[config.mk]
export PLATFORM = sky130hd
export DESIGN_NAME = mem_port_arbiter
export DESIGN_NICKNAME = d
export VERILOG_FILES = /design/src/rtl/mem_port_arbiter_pkg.sv /design/src/rtl/mem_port_arbiter_rr_picker.sv /design/src/rtl/mem_port_arbiter.sv
export SDC_FILE = /design/constraint.sdc
export NUM_CORES = 1
export LEC_CHECK = 0
export CORE_AREA = 2 2 92 94
export DETAILED_ROUTE_END_ITERATION = 10
export DIE_AREA = 0 0 94 96
export PLACE_DENSITY = 0.77
export SLEW_MARGIN = 20
export SYNTH_ARGS = -nofsm -noshare
export SYNTH_HDL_FRONTEND = slang
export SYNTH_HIERARCHICAL = 1
export SYNTH_SLANG_ARGS = --single-unit
[constraint.sdc]
create_clock -name clk -period 2.1 [get_ports clk]
set_clock_uncertainty 0.1 [all_clocks]
set_input_delay 0.42 -clock clk [delete_from_list [all_inputs] [get_ports clk]]
set_output_delay 0.42 -clock clk [all_outputs]
set_load 0.005 [all_outputs]
[src/rtl/mem_port_arbiter_pkg.sv]
// Shared types for the memory port arbiter: arbitration mode selector and
// a small index helper used by the round-robin pointer logic.
package mem_port_arbiter_pkg;

  typedef enum logic {
    ARB_FIXED = 1'b0,
    ARB_RR    = 1'b1
  } arb_mode_e;

  // Successor of idx in a ring of n entries.
  function automatic int unsigned ring_next(input int unsigned idx, input int unsigned n);
    return (idx + 1 >= n) ? 0 : idx + 1;
  endfunction

endpackage

[src/rtl/mem_port_arbiter_rr_picker.sv]
// One-hot picker: grants the first requester at or after base, wrapping
// N-1 -> 0. With base tied to zero it degenerates to fixed priority.
module rr_picker #(
  parameter int N  = 2,
  parameter int IW = (N > 1) ? $clog2(N) : 1
) (
  input  logic [IW-1:0] base,
  input  logic [N-1:0]  req,
  output logic [N-1:0]  gnt
);

  logic [IW-1:0] idx;
  logic          found;

  // NOTE: every variable written here gets a value before any branch, so no
  // path leaves it unassigned and no latch is inferred.
  always_comb begin
    gnt   = '0;
    found = 1'b0;
    idx   = '0;
    for (int j = 0; j < N; j++) begin
      idx = IW'((int'(base) + j) % N);
      if (!found && req[idx]) begin
        gnt[idx] = 1'b1;
        found    = 1'b1;
      end
    end
  end

endmodule

[src/rtl/mem_port_arbiter.sv]
// N-channel arbiter for the single shared memory port: fixed or round-robin
// grant, locked bursts with idle timeout, and read-data routing by tag pipe.
module mem_port_arbiter
  import mem_port_arbiter_pkg::*;
#(
  parameter int        N_CH         = 2,
  parameter int        ADDR_W       = 20,
  parameter int        DATA_W       = 32,
  parameter int        READ_LATENCY = 1,
  parameter arb_mode_e ARB_MODE     = ARB_FIXED,
  parameter int        LOCK_MAX     = 15
) (
  input  logic                     clk,
  input  logic                     rst_async,
  input  logic [N_CH-1:0]          req_valid,
  output logic [N_CH-1:0]          req_ready,
  input  logic [N_CH-1:0]          req_write,
  input  logic [N_CH-1:0]          req_lock,
  input  logic [N_CH*ADDR_W-1:0]   req_addr,
  input  logic [N_CH*DATA_W-1:0]   req_wdata,
  output logic [N_CH-1:0]          rsp_valid,
  output logic [DATA_W-1:0]        rsp_rdata,
  output logic [ADDR_W-1:0]        mem_address,
  output logic                     mem_write_enable,
  output logic [DATA_W-1:0]        mem_write_value,
  input  logic [DATA_W-1:0]        mem_read_value
);

  localparam int IW = (N_CH > 1) ? $clog2(N_CH) : 1;
  localparam int CW = $clog2(LOCK_MAX + 1);

  logic [IW-1:0]   rr_ptr;
  logic            lock_held;
  logic [N_CH-1:0] lock_owner;
  logic [CW-1:0]   idle_cnt;
  logic [N_CH-1:0] tag_pipe [READ_LATENCY];

  logic [IW-1:0]   pick_base;
  logic [N_CH-1:0] pick_gnt;
  logic [N_CH-1:0] gnt;
  logic [IW-1:0]   gnt_idx;
  logic            xfer;
  logic            owner_valid;

  assign pick_base   = (ARB_MODE == ARB_RR) ? rr_ptr : '0;
  assign owner_valid = |(lock_owner & req_valid);

  rr_picker #(.N(N_CH), .IW(IW)) u_picker (
    .base (pick_base),
    .req  (req_valid),
    .gnt  (pick_gnt)
  );

  // While locked only the owner can be served, whatever the picker says.
  always_comb begin
    gnt = '0;
    if (!rst_async) gnt = lock_held ? (lock_owner & req_valid) : pick_gnt;
  end

  always_comb begin
    gnt_idx = '0;
    for (int i = 0; i < N_CH; i++)
      if (gnt[i]) gnt_idx = IW'(i);
  end

  assign xfer             = |gnt;
  assign req_ready        = gnt;
  assign mem_address      = xfer ? req_addr[gnt_idx*ADDR_W +: ADDR_W] : '0;
  assign mem_write_value  = xfer ? req_wdata[gnt_idx*DATA_W +: DATA_W] : '0;
  assign mem_write_enable = xfer & req_write[gnt_idx];
  assign rsp_valid        = rst_async ? '0 : tag_pipe[READ_LATENCY-1];
  assign rsp_rdata        = mem_read_value;

  // NOTE: state registers use non-blocking assignments so every flop samples
  // pre-edge values regardless of statement order.
  // NOTE: the tag pipe is explicitly cleared because a stale tag would raise
  // rsp_valid for a read that was discarded by reset.
  always_ff @(posedge clk) begin
    if (rst_async) begin
      rr_ptr     <= '0;
      lock_held  <= 1'b0;
      lock_owner <= '0;
      idle_cnt   <= '0;
      tag_pipe   <= '{default: '0};
    end else begin
      if (xfer && !lock_held) rr_ptr <= IW'(ring_next(int'(gnt_idx), N_CH));

      if (lock_held) begin
        if (owner_valid) begin
          idle_cnt <= '0;
          if (!req_lock[gnt_idx]) lock_held <= 1'b0;
        end else if (idle_cnt == CW'(LOCK_MAX - 1)) begin
          lock_held <= 1'b0;
          idle_cnt  <= '0;
        end else begin
          idle_cnt <= idle_cnt + 1'b1;
        end
      end else if (xfer && req_lock[gnt_idx]) begin
        lock_held  <= 1'b1;
        lock_owner <= gnt;
        idle_cnt   <= '0;
      end

      tag_pipe[0] <= (xfer && !req_write[gnt_idx]) ? gnt : '0;
      for (int i = 1; i < READ_LATENCY; i++) tag_pipe[i] <= tag_pipe[i-1];
    end
  end

endmodule

==> run_results.csv <==
group,metric,value,unit
detailed_routing,wl,9.33,mm
timing,layout_setup_ws,-137,ps
logic_synthesis,synth_top_area_share,0.227,
floorplanning,row_count,33,
timing,fmax,447,MHz
grt,grtUsageMet2,0.344,
cts,cts_buffers,3,
timing,setup-tns-final,-5080,ps
placement,gp_congestion,0.811,
grt,first_global_vias,2660,
cts,cts_tree,"yes",
placement,port_buffers,168,
timing,min_period,2240,ps
detailed_routing,wl_per_cell,17.0,um
worst_setup_path,cp.required,1580,ps
logic_synthesis,syn_inst,284,
power,intPower,856,uW
cts,cts.sinks,9,
logic_synthesis,netlist_area,2050,um^2
logic_synthesis,synth.top_cells.by_count,"61 x inv_1, 54 x a211oi_1, 53 x a31o_1, 36 x buf_4, 10 x buf_6",
grt,grtUsageMet3,0.0532,
layout,drive_above_1_share,0.295,
power,clkPwrFrac,0.166,
cts,clk_latency,240,ps
detailed_routing,viasPerCell,4.92,
layout,multiInputGateArea,1270,um^2
layout,fillers,783,
job,cap_violations,0,
logic_synthesis,synth-edff-count,0,
power,p_seq_frac,0.155,
worst_setup_path,path_class,"primary input to output pin",
worst_setup_path,critPathLaunchType,"primary input",
timing,rsz0062_at_grt,"yes",
logic_synthesis,async_flop_share,0,
timing,setup_viol,51,
power,combPwrFrac,0.680,
timing,hold_viol,0,
worst_setup_path,cp.arrival,1720,ps
power,ir_worst_vdd,0.402,mV
logic_synthesis,ys_types,40,
layout,seq_area,184,um^2
power,switching_share,0.334,
floorplanning,die_h,96,um
timing,whs,382,ps
status,status,"finished with violations",
detailed_routing,final_antenna_net_count,0,
logic_synthesis,yosysSeqAreaShare,0.0880,
power,power.total,1290,uW
floorplanning,dieArea,9020,um^2
floorplanning,initial_core_util,0.254,
placement,post-dp-hpwl,6.11,mm
grt,grt_antenna_before_repair,0,
hold_path,hp-class,"primary input to register",
timing,fin_crit_sh,1.07,
worst_setup_path,path_cells,"buf_8 > a21boi_2 > nor3b_4 > a31oi_4 > inv_6 > buf_12 > buf_16 > a31o_1 > buf_2",
grt,grt.overflow.total,0,
grt,grt_usage,0.190,
floorplanning,io_pins,233,
power,p_sw,430,uW
cts,clk_path_buf_depth,2,
grt,top_usage_layer,"met2",
detailed_routing,num_vias,2699,
cts,htree_levels,1,
power,p_leak,0.00182,uW
timing,drv_slew,0,
power,p_per_area,318,nW/um^2
detailed_routing,drc,0,
cts,clk_pin_slew_worst_paths,50,ps
status,violations,"negative setup slack",
logic_synthesis,yosys.area.top_type,"a31o_1",
worst_setup_path,crit_slowest_cell,"a31oi_4",
grt,grt_start_max_net_pins,31,
floorplanning,die_x,94,um
cts,cts-root-buf,"clkbuf_8",
grt,grt_pass1_wl,13.6,mm
logic_synthesis,yosysWarnings,6,
detailed_routing,drtPass1Iterations,4,
floorplanning,coreArea,8050,um^2
logic_synthesis,ys_ff_latch,9,
layout,final_nets,591,
detailed_routing,drt_iter0_markers,96,
grt,grt_use_met1,0.226,
layout,area_growth,97.4,%
layout,num_antenna_cells,0,
logic_synthesis,ys_top_cells_by_area,"a31o_1 23%, a211oi_1 20%, buf_4 13%, inv_1 11%, dfxtp_1 8.8%",
worst_setup_path,crit_path_max_incr_delay,200,ps
logic_synthesis,yosysMostFrequentCell,"inv_1",
logic_synthesis,synth_ff_type,"dfxtp_1",
worst_setup_path,cp_max_fo,7,
logic_synthesis,avgSynthCellArea,7.21,um^2
worst_setup_path,end_kind,"output pin",
==> power groups by stage <==
stage                     combinational, uW  sequential (uW)  clock (uW)
final                                   874              199         213
after CTS                               867              199         217
after global placement                  755              197           0
after global routing                    937              200         230
after detailed placement                768              198           0
after floorplan                         354              196           0
==> critical path, delay by kind of cell <==
kind / cells / cell delay, ps
compound gates: 3 / 550
buf+inv: 5 / 570
simple gates: 1 / 160
==> flip-flops by register name (all words and copies together) (netlist names) <==
signal and count:
idle_cnt 4, lock_held 1, lock_owner 2, tag_pipe 2
==> repair_timing <==
action,CTS,global route
hold buffers,0,0
buffers inserted,17,1
pin swaps,49,0
endpoints found under the setup margin,55,56
resized for setup,272,4
gates cloned,10,0
endpoints found under the hold margin,0,0
==> kinds of logic after synthesis <==
family                     share of synthesized area
buffers and inverters                          0.340
adders and majority gates                     0.0122
muxes                                        0.00489
AOI/OAI and AO/OA                              0.501
other                                        0.00183
and+or+nand+nor                               0.0520
DFF                                           0.0880
==> area by class of cell <==
cell class              count  area share
clock buffers               4      0.0111
inverters                  63      0.0598
multi-input cells         150       0.316
flip-flops and latches      9      0.0455
well taps                 105      0.0325
repair buffers            218       0.535
==> cell usage in the layout (no fill, tap or decap), drive strengths merged, types with 2 or more instances in the layout <==
| master | count |
|---|---|
| a211oi | 54 |
| conb | 2 |
| clkbuf | 4 |
| a31oi | 3 |
| a21boi | 2 |
| a31o | 53 |
| ha | 2 |
| a21oi | 5 |
| o21ai | 2 |
| dfxtp | 9 |
| nand3 | 5 |
| nor2b | 3 |
| buf | 108 |
| clkdlybuf4s50 | 110 |
| o211ai | 2 |
| inv | 63 |
==> routing by layer <==
layer,share of wire,up-vias
li1,-,1322
met2,0.51,111
met3,0.080,13
met4,0.0080,0
met1,0.40,1253
met5,0,-
==> metrics by stage <==
step	util	cell area [um^2]	cells	setup slack (ps)
4_1_cts	0.498	4010	548	-125
6_report	0.502	4040	549	-137
3_5_place_dp	0.456	3670	518	-937
2_1_floorplan	-	2050	285	13.3
5_1_grt	0.502	4040	549	-187
3_3_place_gp	0.456	3670	518	-933
==> path summary, 6_finish.rpt <==
kind / start / cells past startpoint / slack (ps) / endpoint
min reg2reg: idle_cnt[1] / 2 / 430 / idle_cnt[1]
max reg2reg: lock_held / 7 / 500 / lock_held
min: rst_async / 2 / 380 / lock_owner[0]
max: req_valid[0] / 9 / -140 / mem_address[15]
No activity file was read; power rests on OpenSTA's default activity.
==> RTL change 1, RTL diff (same settings) <==
Make the reset (`rst_async`) asynchronous in one clocked block.
--- a/src/rtl/mem_port_arbiter.sv
+++ b/src/rtl/mem_port_arbiter.sv
@@ -76,5 +76,5 @@
   // NOTE: the tag pipe is explicitly cleared because a stale tag would raise
   // rsp_valid for a read that was discarded by reset.
-  always_ff @(posedge clk) begin
+  always_ff @(posedge clk or posedge rst_async) begin
     if (rst_async) begin
       rr_ptr     <= '0;
Check against the original RTL: same outputs for any inputs over 4 cycles, from zero or initial values and one cycle with rst_async high; that may be too few to reach the edited logic, so the function may still have changed.
==> RTL change 1 against the unedited design <==
  * The flow still finishes with violations (setup timing)
  * Cell area up 1.8%
  * Worst hold slack better by 0.0098 ns
  * Setup slack better by 0.0054 ns
  * First-iteration DRC count down 1.0%
  * Register-to-register slack worse by 0.26 ns
  * Synthesized area down 22%
  * Wire length down 6.6%
  * Non-clock buffer count up 3
  * Sequential cell count unchanged
  * Critical path type is now reg2out
  * Largest cell class unchanged
Power is not compared: it rests on default switching activity, and its combinational part moved more than twofold at a synthesized area within 25%.
==> RTL change 1: results (changes against the unedited design) <==
Outcome:
- The run finished, with violations left.
- The final reports fail on setup timing.

Placement:
- The number of instances in the placed design is 508 (-1.9%).
- The worst slack after detailed placement is -0.9974 ns (-0.06065 ns).
- The weighted congestion at the end of routability-driven global placement is 0.7491 (-7.7%).
- The HPWL reported at the end of detailed placement was 4.879 mm (-20%).
- The placement-stage cell area is 3206 µm² (-13%).

Global route:
- The wire length of the first global-routing pass came to 11.23 mm (-17%).
- The aggregate global-route resource usage was 15.84% (-3.2 points).
- The via count of the first global-routing pass is 2243 (-16%).
- The largest net degree at the start of global routing is 24 (-23%).

Route:
- The number of vias per cell after detailed routing is 4.572 (-7.0%).
- The detailed-route via count is 2519 (-6.7%).
- The DRC marker count from the first detailed-route iteration came to 95 (-1.0%).

Final layout:
- The total number of nets in the final design is 593 (+0.34%).
- In the final layout, the registers with the most flip-flops are idle_cnt (4), lock_owner (2), tag_pipe (2).
- The number of fillers in the final layout came to 758 (-3.2%).

Logic synthesis:
- For this run, the leading register cell type out of synthesis is sky130_fd_sc_hd__dfrtp_1.
- The proportion of synthesized flip-flops having asynchronous set or reset is 100.0% (+100 points).
- The sequential element share of the synthesized area was 14.16% (+5.4 points).
- The number of different library cells in the post-synthesis netlist is 38 (-5.0%).
- The per-instance average area after synthesis is 5.890 µm² (-18%).
- Yosys attributes the largest share of cell area to sky130_fd_sc_hd__nand2_1, sky130_fd_sc_hd__buf_4, sky130_fd_sc_hd__o21ai_0.
- Sorting the synthesized cells by how often they occur yields sky130_fd_sc_hd__nand2_1, sky130_fd_sc_hd__o21ai_0, sky130_fd_sc_hd__buf_4.

Critical path:
- The cell with the largest stage delay on the worst path is sky130_fd_sc_hd__dfrtp_2.
- The cell depth of the worst flop-to-flop path is 9 (+2).
- The largest fanout on the critical path is 6 (-1).
- The stage delay of the slowest cell on the critical path is 0.44 ns (+0.24 ns).

Timing:
- The number of endpoints failing setup at the final stage is 53 (+3.9%).
- The setup total negative slack came to -3.488 ns (+1.591 ns).
- The worst-case setup margin in the final layout is -0.1320 ns (+0.005362 ns).

Worst hold path:
- The path class of the tightest hold or removal check is in2async.
## RTL change 1: cell type report
class	instances	area, µm²	area share [%]
clock buffers	4	45.04	1.095
repair buffers	221	2271	55.22
well taps	105	131.4	3.194
inverters	4	22.52	0.5476
multi-input cells	208	1416	34.44
flip-flops and latches	9	226.5	5.507
## RTL change 1: timing repair
item	in CTS	in global routing
cloned	13	5
resized for setup	332	90
pin swaps	32	40
setup buffers	16	8
setup endpoints to repair	57	54
## RTL change 1: critical path: cells and delay by family (launching register included)
family | cells | cell delay [ns]
and+or+nand+nor | 2 | 0.29
AOI/OAI and AO/OA | 2 | 0.20
buffers and inverters | 4 | 0.54
DFF | 1 | 0.44
## RTL change 1: cell families (layout without fill, tap and decap cells)
family | after synthesis | after routing | share of synthesized area (%)
flops | 9 | 9 | 14.16
mux | 3 | 3 | 1.967
other cells | 1 | 2 | 0.2358
fa+ha+maj | 2 | 2 | 1.573
compound gates | 71 | 71 | 25.18
buf+inv | 54 | 229 | 23.37
simple gates | 130 | 130 | 33.52
## RTL change 1: final timing paths
kind                                         startpoint                      end  slack [ns]
worst max-delay path                lock_held$_DFF_PP0_         mem_write_enable       -0.13
worst min-delay path                          rst_async  idle_cnt[1]$_DFFE_PP0P_        0.39
worst max register to register      lock_held$_DFF_PP0_      lock_held$_DFF_PP0_        0.24
worst min register to register  idle_cnt[3]$_DFFE_PP0P_  idle_cnt[3]$_DFFE_PP0P_        0.47
max in group asynchronous                     rst_async      lock_held$_DFF_PP0_        1.35
min in group clk                idle_cnt[3]$_DFFE_PP0P_  idle_cnt[3]$_DFFE_PP0P_        0.47
## RTL change 1: layer usage
metal	track usage [%]	share of wire, %
met5	0	0
met4	5.797	2.1
met3	2.114	6.1
met2	29.88	54
met1	18.17	38
==> RTL change 2, RTL diff (same flow settings) <==
Without the edit above. Set the parameter `READ_LATENCY` to 2 (it was 1).
--- a/src/rtl/mem_port_arbiter.sv
+++ b/src/rtl/mem_port_arbiter.sv
@@ -7,5 +7,5 @@
   parameter int        ADDR_W       = 20,
   parameter int        DATA_W       = 32,
-  parameter int        READ_LATENCY = 1,
+  parameter int        READ_LATENCY = 2,
   parameter arb_mode_e ARB_MODE     = ARB_FIXED,
   parameter int        LOCK_MAX     = 15
Check against the original RTL: not equivalent (a bounded check fails within 4 cycles, from zero or initial values and one cycle with rst_async high).
==> RTL change 2 against the unedited design <==
  * Critical path depth grew 3
  * Power shrank 7.4%
  * Worst hold slack lost 0.039 ns
  * Maximum frequency shrank 2.1%
  * Die area is the same
  * The run still ends with setup timing left
  * Non-clock buffer count shrank 1
  * Critical path type unchanged
  * Synthesized area shrank 23%
  * Sequential cell count grew 2
  * Setup slack lost 0.048 ns
  * Register-to-register slack lost 0.25 ns
  * Wire length shrank 11%
  * Largest power group unchanged
  * Cell area shrank 4.2%
  * First-iteration DRC count shrank 58%
  * Sequential power grew 13%
  * Highest routed layer unchanged
==> RTL change 2: results (changes against the unedited design) <==
Logic synthesis:
- By count the netlist is led by sky130_fd_sc_hd__nand2_1, sky130_fd_sc_hd__o21ai_0, sky130_fd_sc_hd__buf_4.
- The sequential element share of the synthesized area is 13.95% (+5.1 points).
- The post-synthesis mux area share is 0.6339% (+0.14 points).
- The complex-gate fraction of the synthesized area is 24.64% (-25 points).
- The adder and majority cell fraction of the synthesized area came to 1.585% (+0.36 points).
- The post-synthesis cell count is 276 (-2.8%).
- The number of different library cells in the post-synthesis netlist is 31 (-23%).

Global route:
- The aggregate global-route resource usage is 17.38% (-1.7 points).
- The via count of the first global-routing pass is 2507 (-5.8%).
- The wire length of the first global-routing pass is 12.43 mm (-8.6%).
- The largest net degree at the start of global routing is 25 (-19%).

Outcome:
- The flow ran to the end, but the final reports show violations.
- The checks that failed: setup timing.

Placement:
- The number of instances in the placed design came to 511 (-1.4%).
- The placement-stage cell area is 3201 µm² (-13%).
- The HPWL reported at the end of detailed placement is 5.207 mm (-15%).

Worst hold path:
- The worst hold path begins at tag_pipe[2]$_SDFF_PP0_.
- The min-delay analysis places its worst path in the category reg2reg.

Critical path:
- The cell with the largest stage delay on the worst path is sky130_fd_sc_hd__a21oi_4.
- In this run the critical register-to-register path is captured at tag_pipe[2]$_SDFF_PP0_.
- The internal reg-to-reg setup slack is 0.25 ns (-0.25 ns).
- The stage delay of the slowest cell on the critical path came to 0.17 ns (-0.03 ns).
- The cell depth of the worst flop-to-flop path is 9 (+2).

Final layout:
- The number of fillers in the final layout is 768 (-1.9%).
- The count of non-filler cells in the finished layout came to 551 (+0.36%).
- The total number of nets in the final design was 593 (+0.34%).

Power and ir drop:
- The static leakage is 1.748 nW (-3.9%).
- The internal power contribution is 0.0008093 W (-5.5%).

Route:
- The number of vias per cell after detailed routing is 4.503 (-8.4%).
- The DRC marker count from the first detailed-route iteration is 40 (-58%).

Timing:
- The number of endpoints failing setup at the final stage came to 54 (+5.9%).
- The worst-case setup margin in the final layout is -0.1855 ns (-0.04821 ns).
- The worst hold-check slack is 0.3435 ns (-0.03851 ns).
==> RTL change 2: per-stage QoR <==
| stage | worst slack [ns] | TNS [ns] |
|---|---|---|
| 6_report | -0.1855 | -6.081 |
| 5_1_grt | -0.2492 | -9.939 |
| 4_1_cts | -0.2489 | -9.930 |
| 3_5_place_dp | -1.047 | -53.85 |
| 3_3_place_gp | -0.9916 | -48.98 |
| 2_1_floorplan | 0.1549 | 0 |
==> RTL change 2: critical path: cells and delay by family <==
kind                   cells  cell delay [ns]
buffers and inverters      7             0.79
AO/OA/AOI/OAI              2             0.29
AND/OR/NAND/NOR            3             0.27
==> RTL change 2: final cells by class <==
class                   instances  share of cell area, %
repair buffers                217                  55.43
multi-input cells             211                  33.99
clock buffers                   4                  1.164
flip-flops and latches         11                  5.724
inverters                       3                 0.2911
well taps                     105                  3.396
==> RTL change 2: metal layers <==
metal	vias to the layer above	track usage [%]	part of all wire (%)
li1	1215	-	-
met1	1123	20.96	38
met2	122	31.07	54
met3	21	3.367	5.9
met4	0	5.556	2.6
met5	-	0	0
==> RTL change 2: cell families after synthesis <==
group           count (synthesis)
other cells                     1
fa+ha+maj                       2
simple gates                  134
buf+inv                        55
compound gates                 72
flops                          11
mux                             1
==> RTL change 2: repair_timing <==
item                       4_1_cts  5_1_grt
gates resized for setup        339       47
gates cloned                    11        2
pin swaps                       27        4
setup buffers                   21        8
setup endpoints to repair       57       57
==> RTL change 2: how the worst max path moves through the flow <==
stage	slack, ns	end	cells after the start	startpoint
6_report	-0.19	mem_write_enable	12	req_valid[0]
5_1_grt	-0.25	mem_write_enable	12	req_valid[0]
4_1_cts	-0.25	mem_write_enable	12	req_valid[0]
3_5_place_dp	-1.05	mem_address[11]	8	req_valid[0]
3_3_place_gp	-0.99	mem_address[11]	8	req_valid[0]
2_1_floorplan	0.15	mem_address[10]	7	req_valid[0]
==> RTL change 2: power by group through the flow <==
| stage | sequential, W | clock (W) | combinational, W |
|---|---|---|---|
| 4_1_cts | 0.000224 | 0.000220 | 0.000723 |
| 6_report | 0.000225 | 0.000218 | 0.000748 |
| 3_5_place_dp | 0.000227 | 0 | 0.000573 |
| 2_1_floorplan | 0.000227 | 0 | 0.000215 |
| 5_1_grt | 0.000226 | 0.000233 | 0.000804 |
| 3_3_place_gp | 0.000227 | 0 | 0.000565 |
